--- src/rtl/inst_mem_writer.sv ---
`default_nettype none
// +----------------------------------------------------------------------------+
// | Module      : inst_mem_writer                                              |
// | Description : Stores switch-entered instructions into an instruction       |
// |               memory, verifies each write by read-back, and clears memory. |
// | Revision    : 1.0 - initial release                                        |
// +----------------------------------------------------------------------------+
module inst_mem_writer #(
  parameter int DEPTH = 32,
  parameter int AW    = 5,
  parameter int DW    = 16
) (
  input  logic          clk,
  input  logic          reset_n,
  input  logic          wr_btn,
  input  logic          clr_btn,
  input  logic [DW-1:0] instruction,
  input  logic [DW-1:0] mem_rdata,
  output logic          mem_we,
  output logic [AW-1:0] mem_adr,
  output logic [DW-1:0] mem_wdata,
  output logic [AW-1:0] wr_ptr,
  output logic [AW:0]   count,
  output logic          full,
  output logic          done,
  output logic          busy,
  output logic          verify_err
);

  typedef enum logic [2:0] {
    ST_IDLE   = 3'd0,
    ST_WRITE  = 3'd1,
    ST_CHECK  = 3'd2,
    ST_CLEAR  = 3'd3,
    ST_LOCKED = 3'd4
  } state_t;

  localparam logic [2:0]    c_HALT_OP   = 3'b111;
  localparam logic [AW:0]   c_DEPTH_CNT = (AW+1)'(DEPTH);
  localparam logic [AW:0]   c_CNT_ONE   = (AW+1)'(1);
  localparam logic [AW-1:0] c_ADR_ONE   = AW'(1);
  localparam logic [AW-1:0] c_LAST_ADR  = AW'(DEPTH - 1);

  state_t        r_state, w_stateNext;
  logic          r_wrSample, r_wrPrev, r_clrSample, r_clrPrev;
  logic          w_wrEdge, w_clrEdge;
  logic [DW-1:0] r_capture, w_captureNext;
  logic [AW-1:0] r_wrPtr, w_wrPtrNext;
  logic [AW-1:0] r_clrAdr, w_clrAdrNext;
  logic [AW:0]   r_count, w_countNext;
  logic [AW:0]   w_countInc;
  logic          r_done, w_doneNext;
  logic          r_verifyErr, w_verifyErrNext;
  logic          w_match, w_halt;

  // Edges come from two registered samples so no output depends on a raw input.
  assign w_wrEdge   = r_wrSample & ~r_wrPrev;
  assign w_clrEdge  = r_clrSample & ~r_clrPrev;
  assign w_match    = (mem_rdata == r_capture);
  assign w_halt     = (r_capture[DW-1 -: 3] == c_HALT_OP);
  assign w_countInc = r_count + c_CNT_ONE;

  always_ff @(posedge clk or negedge reset_n) begin
    if (!reset_n) begin
      r_state     <= ST_IDLE;
      r_wrSample  <= 1'b1;
      r_wrPrev    <= 1'b1;
      r_clrSample <= 1'b1;
      r_clrPrev   <= 1'b1;
      r_capture   <= '0;
      r_wrPtr     <= '0;
      r_clrAdr    <= '0;
      r_count     <= '0;
      r_done      <= 1'b0;
      r_verifyErr <= 1'b0;
    end else begin
      r_state     <= w_stateNext;
      r_wrSample  <= wr_btn;
      r_wrPrev    <= r_wrSample;
      r_clrSample <= clr_btn;
      r_clrPrev   <= r_clrSample;
      r_capture   <= w_captureNext;
      r_wrPtr     <= w_wrPtrNext;
      r_clrAdr    <= w_clrAdrNext;
      r_count     <= w_countNext;
      r_done      <= w_doneNext;
      r_verifyErr <= w_verifyErrNext;
    end
  end

  always_comb begin
    w_stateNext     = r_state;
    w_captureNext   = r_capture;
    w_wrPtrNext     = r_wrPtr;
    w_clrAdrNext    = r_clrAdr;
    w_countNext     = r_count;
    w_doneNext      = r_done;
    w_verifyErrNext = r_verifyErr;
    case (r_state)
      ST_IDLE: begin
        // Clear has priority over a simultaneous store request.
        if (w_clrEdge) begin
          w_stateNext  = ST_CLEAR;
          w_clrAdrNext = '0;
        end else if (w_wrEdge) begin
          w_captureNext = instruction;
          w_stateNext   = ST_WRITE;
        end
      end
      ST_WRITE: w_stateNext = ST_CHECK;
      ST_CHECK: begin
        if (w_match) begin
          w_wrPtrNext = (r_wrPtr == c_LAST_ADR) ? '0 : r_wrPtr + c_ADR_ONE;
          w_countNext = w_countInc;
          if (w_halt) begin
            w_doneNext  = 1'b1;
            w_stateNext = ST_LOCKED;
          end else if (w_countInc == c_DEPTH_CNT) begin
            w_stateNext = ST_LOCKED;
          end else begin
            w_stateNext = ST_IDLE;
          end
        end else begin
          w_verifyErrNext = 1'b1;
          w_stateNext     = ST_IDLE;
        end
      end
      ST_CLEAR: begin
        if (r_clrAdr == c_LAST_ADR) begin
          w_clrAdrNext    = '0;
          w_wrPtrNext     = '0;
          w_countNext     = '0;
          w_doneNext      = 1'b0;
          w_verifyErrNext = 1'b0;
          w_stateNext     = ST_IDLE;
        end else begin
          w_clrAdrNext = r_clrAdr + c_ADR_ONE;
        end
      end
      ST_LOCKED: begin
        if (w_clrEdge) begin
          w_stateNext  = ST_CLEAR;
          w_clrAdrNext = '0;
        end
      end
      default: w_stateNext = ST_IDLE;
    endcase
  end

  always_comb begin
    mem_we    = 1'b0;
    mem_adr   = r_wrPtr;
    mem_wdata = '0;
    case (r_state)
      ST_WRITE: begin
        mem_we    = 1'b1;
        mem_wdata = r_capture;
      end
      ST_CLEAR: begin
        mem_we  = 1'b1;
        mem_adr = r_clrAdr;
      end
      default: ;
    endcase
  end

  assign busy       = (r_state == ST_WRITE) || (r_state == ST_CHECK) || (r_state == ST_CLEAR);
  assign wr_ptr     = r_wrPtr;
  assign count      = r_count;
  assign full       = (r_count == c_DEPTH_CNT);
  assign done       = r_done;
  assign verify_err = r_verifyErr;

endmodule
`default_nettype wire
--- config.mk ---
export PLATFORM = sky130hd
export DESIGN_NAME = inst_mem_writer
export DESIGN_NICKNAME = d
export VERILOG_FILES = /design/src/rtl/inst_mem_writer.sv
export SDC_FILE = /design/constraint.sdc
export NUM_CORES = 1
export LEC_CHECK = 0
export ABC_AREA = 1
export BUFFER_PORTS_ARGS = -buffer_cell sky130_fd_sc_hd__buf_2
export CORE_MARGIN = 2
export CORE_UTILIZATION = 35
export CTS_CLUSTER_SIZE = 30
export DETAILED_ROUTE_END_ITERATION = 7
export PLACE_DENSITY_LB_ADDON = 0.25
export SLEW_MARGIN = 20
export SYNTH_ARGS = -nofsm -noshare
export SYNTH_HDL_FRONTEND = slang
export SYNTH_SLANG_ARGS = --single-unit
--- constraint.sdc ---
create_clock -name clk -period 3.4 [get_ports clk]
set_clock_uncertainty 0.1 [all_clocks]
set_input_delay 0.68 -clock clk [delete_from_list [all_inputs] [get_ports clk]]
set_output_delay 0.68 -clock clk [all_outputs]
set_load 0.02 [all_outputs]
Yosys cells after proc, flatten, opt, wreduce, memory -nomap -nowiden. Cells that the tools add are included.

Bits in registers: 41. Logic and storage cells: 76.

$add $sub $neg: 3. Eq/ne operators: 17. Muxes and demuxes: 27. Bitwise gates (word level): 5. Reductions and logical operators: 13.

Operators with widths (number): $mux 5 (6); $mux 3 (7); $pmux 5 s2 (2); $eq 16x16->1 (1); $mux 16 (1); $pmux 3 s5 (1); $eq 6x6->1 const B (2); $mux 6 (2); $pmux 6 s2 (1); $reduce_and 3->1 (4); $add 5x1->5 const B (2); $eq 5x5->1 const B (2); $ne 2x2->1 const B (5); $add 6x1->6 const B (1); $eq 3x2->1 const B (2); $eq 3x3->1 const B (2); $mux 1 (5); $pmux 1 s2 (2); $reduce_and 4->1 (1); $reduce_bool 2->1 (2); $reduce_or 2->1 (2); $eq 3x1->1 const B (1); $logic_not 3->1 (1); $ne 3x3->1 const B (1); other kinds (5) (9).

Logic depth before layout (Yosys ltp).
Depth after elaboration: 6. Gate-level depth with buffers: 10. Mapped depth without buffers: 10.

Worst setup path before layout. No wires, ideal clock.

Path type: reg2out. Start: reg r_state[2]. End: out mem_adr[0]. Arrival time: 1.406 ns. Required time: 2.620 ns. Path slack: 1.214 ns. Stages on the path, launching flop included: 7. Cells stage by stage: dfrtp_1 > inv_2 > nand2_2 > nor2_8 > inv_4 > buf_4 > o21ai_0.

Word-level cells in the longest chain between the ends: 2.

Ends and longest elaborated chain: from (decl) (line 44) `state_t r_state, w_stateNext;`; from (signal assigned) (line 77) `r_state <= w_stateNext;`; $eq 3x2->1 (line 154) `case (r_state)`; $mux 5 (line 154); to (decl) (line 20) `output logic [AW-1:0] mem_adr,`.

Every way passes these cells.

Final worst setup path.
Start: reg r_state[1]. End: out mem_wdata[12].

Word-level cells in the longest chain between the ends: 2.

Ends and longest elaborated chain: $eq 3x1->1 (line 154); $mux 16 (line 154); to (decl) (line 21) `output logic [DW-1:0] mem_wdata,`.

Every way passes these cells.

==> impl_metrics.ini <==
[status]
status = finished, final reports clean

[finish]
final_design_area_no_fill_mm2 = 0.00289
area_delta_synth_final_pct = 21.4
drive_gt1_frac = 0.274
nNetsFinal = 436
diodes = 0
finalNonFillerCells = 474

[worst_setup_path]
crit_required_ps = 2620
worstSetupStartpointType = register
worstPathArrival_ps = 1660
critPathCaptureType = primary output
path_class = register to primary output
critPathMaxFanout = 18

[die]
coreArea_mm2 = 0.00668
rows = 30
die_h_um = 86.4
die_w_um = 86.4
ios = 73
start_util = 0.356
dieArea_mm2 = 0.00747

[placement]
hpwl_um = 4110
gp_congestion = 0.830
io_buffers = 72
placed_area_mm2 = 0.00280
dp.cells = 466

[cts]
post_cts_buffers = 0
postCtsHoldBufs = 0
cts_root_buf = clkbuf_8
clock_latency_ps = 290
cts_tree = done
cts.path.max_buffers = 2
htreeDepth = 2
cts.sinks = 41
numCtsBuffers = 5
cts_resized = 0
clk_pin_slew_worst_paths_ps = 80

[logic_synthesis]
synth.most_common_cell = nand2_1
yosysUniqueCellTypes = 28
synth_nets = 364
synthTopCellsByCount = 83 x nand2_1, 53 x nor2_1, 38 x inv_1, 37 x dfrtp_1, 22 x a21oi_1
synthCells = 321
synth_enable_flop_cells = 0
synth.avg_cell_area_um2 = 7.41
synth_area_leader_cell = dfrtp_1
synth_top_cell_area_share = 0.389
synthArstFlopShare = 1.00
yosysSeqAreaShare = 0.434
synth_seq_cells = 41
synth_area_mm2 = 0.00238
yosys-top-cells-area = dfrtp_1 39%, nand2_1 13%, nor2_1 8.4%, inv_1 6.0%, a21oi_1 4.6%
synthFlopType = dfrtp_1
yosys_warnings = 0

[pwr]
power_density_mw_per_mm2 = 636
totalPowerFinal_w = 0.00184
leakagePower_nw = 1.63
ir_drop_mv = 0.306

[grt]
grt_pass1_wl_um = 9280
grt_max_degree = 42
grt_pass1_vias = 2052
overflow = 0
antenna_found_initial = 0
track_usage = 0.156

[route]
drcViolationCount = 0
dr.first_iter.drc_count = 98
finalWirelength_um = 5470
wl_per_cell_um = 11.5
via_per_inst = 4.60
drt_first_pass_iters = 4
vias = 2181
ant_nets = 0

[sta]
setup_viol_count_final = 0
tightest_slew_ps = 926
fin_crit_sh = 0.718
maxSlewViolCount = 0
rsz0062_at_grt = no
fin_tns_setup_ps = 0
max_freq_ghz = 0.410
maxSlewHeadroom = 0.382
fin_crit_ps = 2440
hold_violations = 0

[hold_path]
hold_class = register to register

[flow_run]
cap_violations = 0
[worst paths after layout]
kind	from	to	slack (ps)	cells after the start
setup reg to reg	r_state[1]$_DFFE_PN0P_	r_capture[10]$_DFFE_PN0P_	1370	6
min in group asynchronous	reset_n	count[2]$_DFFE_PN0P_	430	1
hold reg to reg	r_clrSample$_DFF_PN1_	r_clrPrev$_DFF_PN1_	270	0
max in group asynchronous	reset_n	r_capture[12]$_DFFE_PN0P_	2200	1
setup / recovery	r_state[1]$_DFFE_PN0P_	mem_wdata[12]	960	4
hold / removal	r_clrSample$_DFF_PN1_	r_clrPrev$_DFF_PN1_	270	0
[cells in the final DEF, fill, tap and decap left out]
cell type	count
clkbuf_1	2
nand3_1	15
nor3_1	4
nand4_2	1
inv_1	38
dfrtp_1	37
o21ai_1	3
o21ai_2	1
nand4_1	1
buf_2	72
dfstp_2	4
ha_1	7
nand2_2	2
a21oi_1	22
nand3_2	3
clkbuf_8	6
xnor2_1	1
o21ai_0	12
nand3_4	1
xor2_1	8
nor2_1	53
nor2_8	1
nor2_2	3
inv_2	10
nand2_1	83
inv_4	1
nor2_4	3
[through the flow]
| step | worst slack [ps] | hold WS, ps | util |
|---|---|---|---|
| 3_5_place_dp | 1230 | 262 | 0.418 |
| 6_report | 960 | 271 | 0.432 |
| 4_1_cts | 893 | 274 | 0.432 |
| 5_1_grt | 791 | 277 | 0.432 |
| 3_3_place_gp | 1230 | 258 | 0.418 |
| 2_1_floorplan | 1210 | 254 | - |
[where the power goes]
group / total, W / internal, W / switching [W]
combinational: 0.000810 / 0.000260 / 0.000550
sequential: 0.000696 / 0.000613 / 0.0000836
clock: 0.000330 / 0.000166 / 0.000164
total: 0.00184 / 0.00104 / 0.000798
[cell type report]
cell class              instances  area, um^2
fillers                       686        3800
multi-input cells             224        1120
flip-flops and latches         41        1030
repair buffers                 72         360
inverters                      49         186
well taps                      80         100
clock buffers                   8        90.1
[cells by family (layout without fill, tap and decap cells)]
kind of cell | after synthesis | in the layout | share of synthesized area
adder cells (fa/ha/maj) | 7 | 7 | 0.0368
AO/OA/AOI/OAI | 38 | 38 | 0.0816
AND/OR/NAND/NOR | 170 | 170 | 0.318
flip-flops | 41 | 41 | 0.434
XOR/XNOR | 9 | 9 | 0.0332
buffers and inverters | 56 | 129 | 0.0963
[per-layer routing]
metal	global-route usage	vias up	wire length, um
met5	0	-	0
met4	0.0412	0	58
met3	0.0381	5	217
met2	0.261	42	2750
met1	0.203	998	2440
li1	-	1136	-
[worst max-delay path, stage by stage (launching register included)]
cell and delay [ps]:
dfrtp_1 420, nor2_1 110, nand2_1 380, nor2_1 250, buf_2 200
[flip-flops by register name, indices dropped and copies added, names as in the netlist]
signal and cells:
r_capture 16, verify_err 1, count 6, r_state 3
done 1, r_clrSample 1, r_clrAdr 5, r_wrPrev 1
r_clrPrev 1, r_wrSample 1, wr_ptr 5
Note: power is estimated with default switching activity, not from simulation.
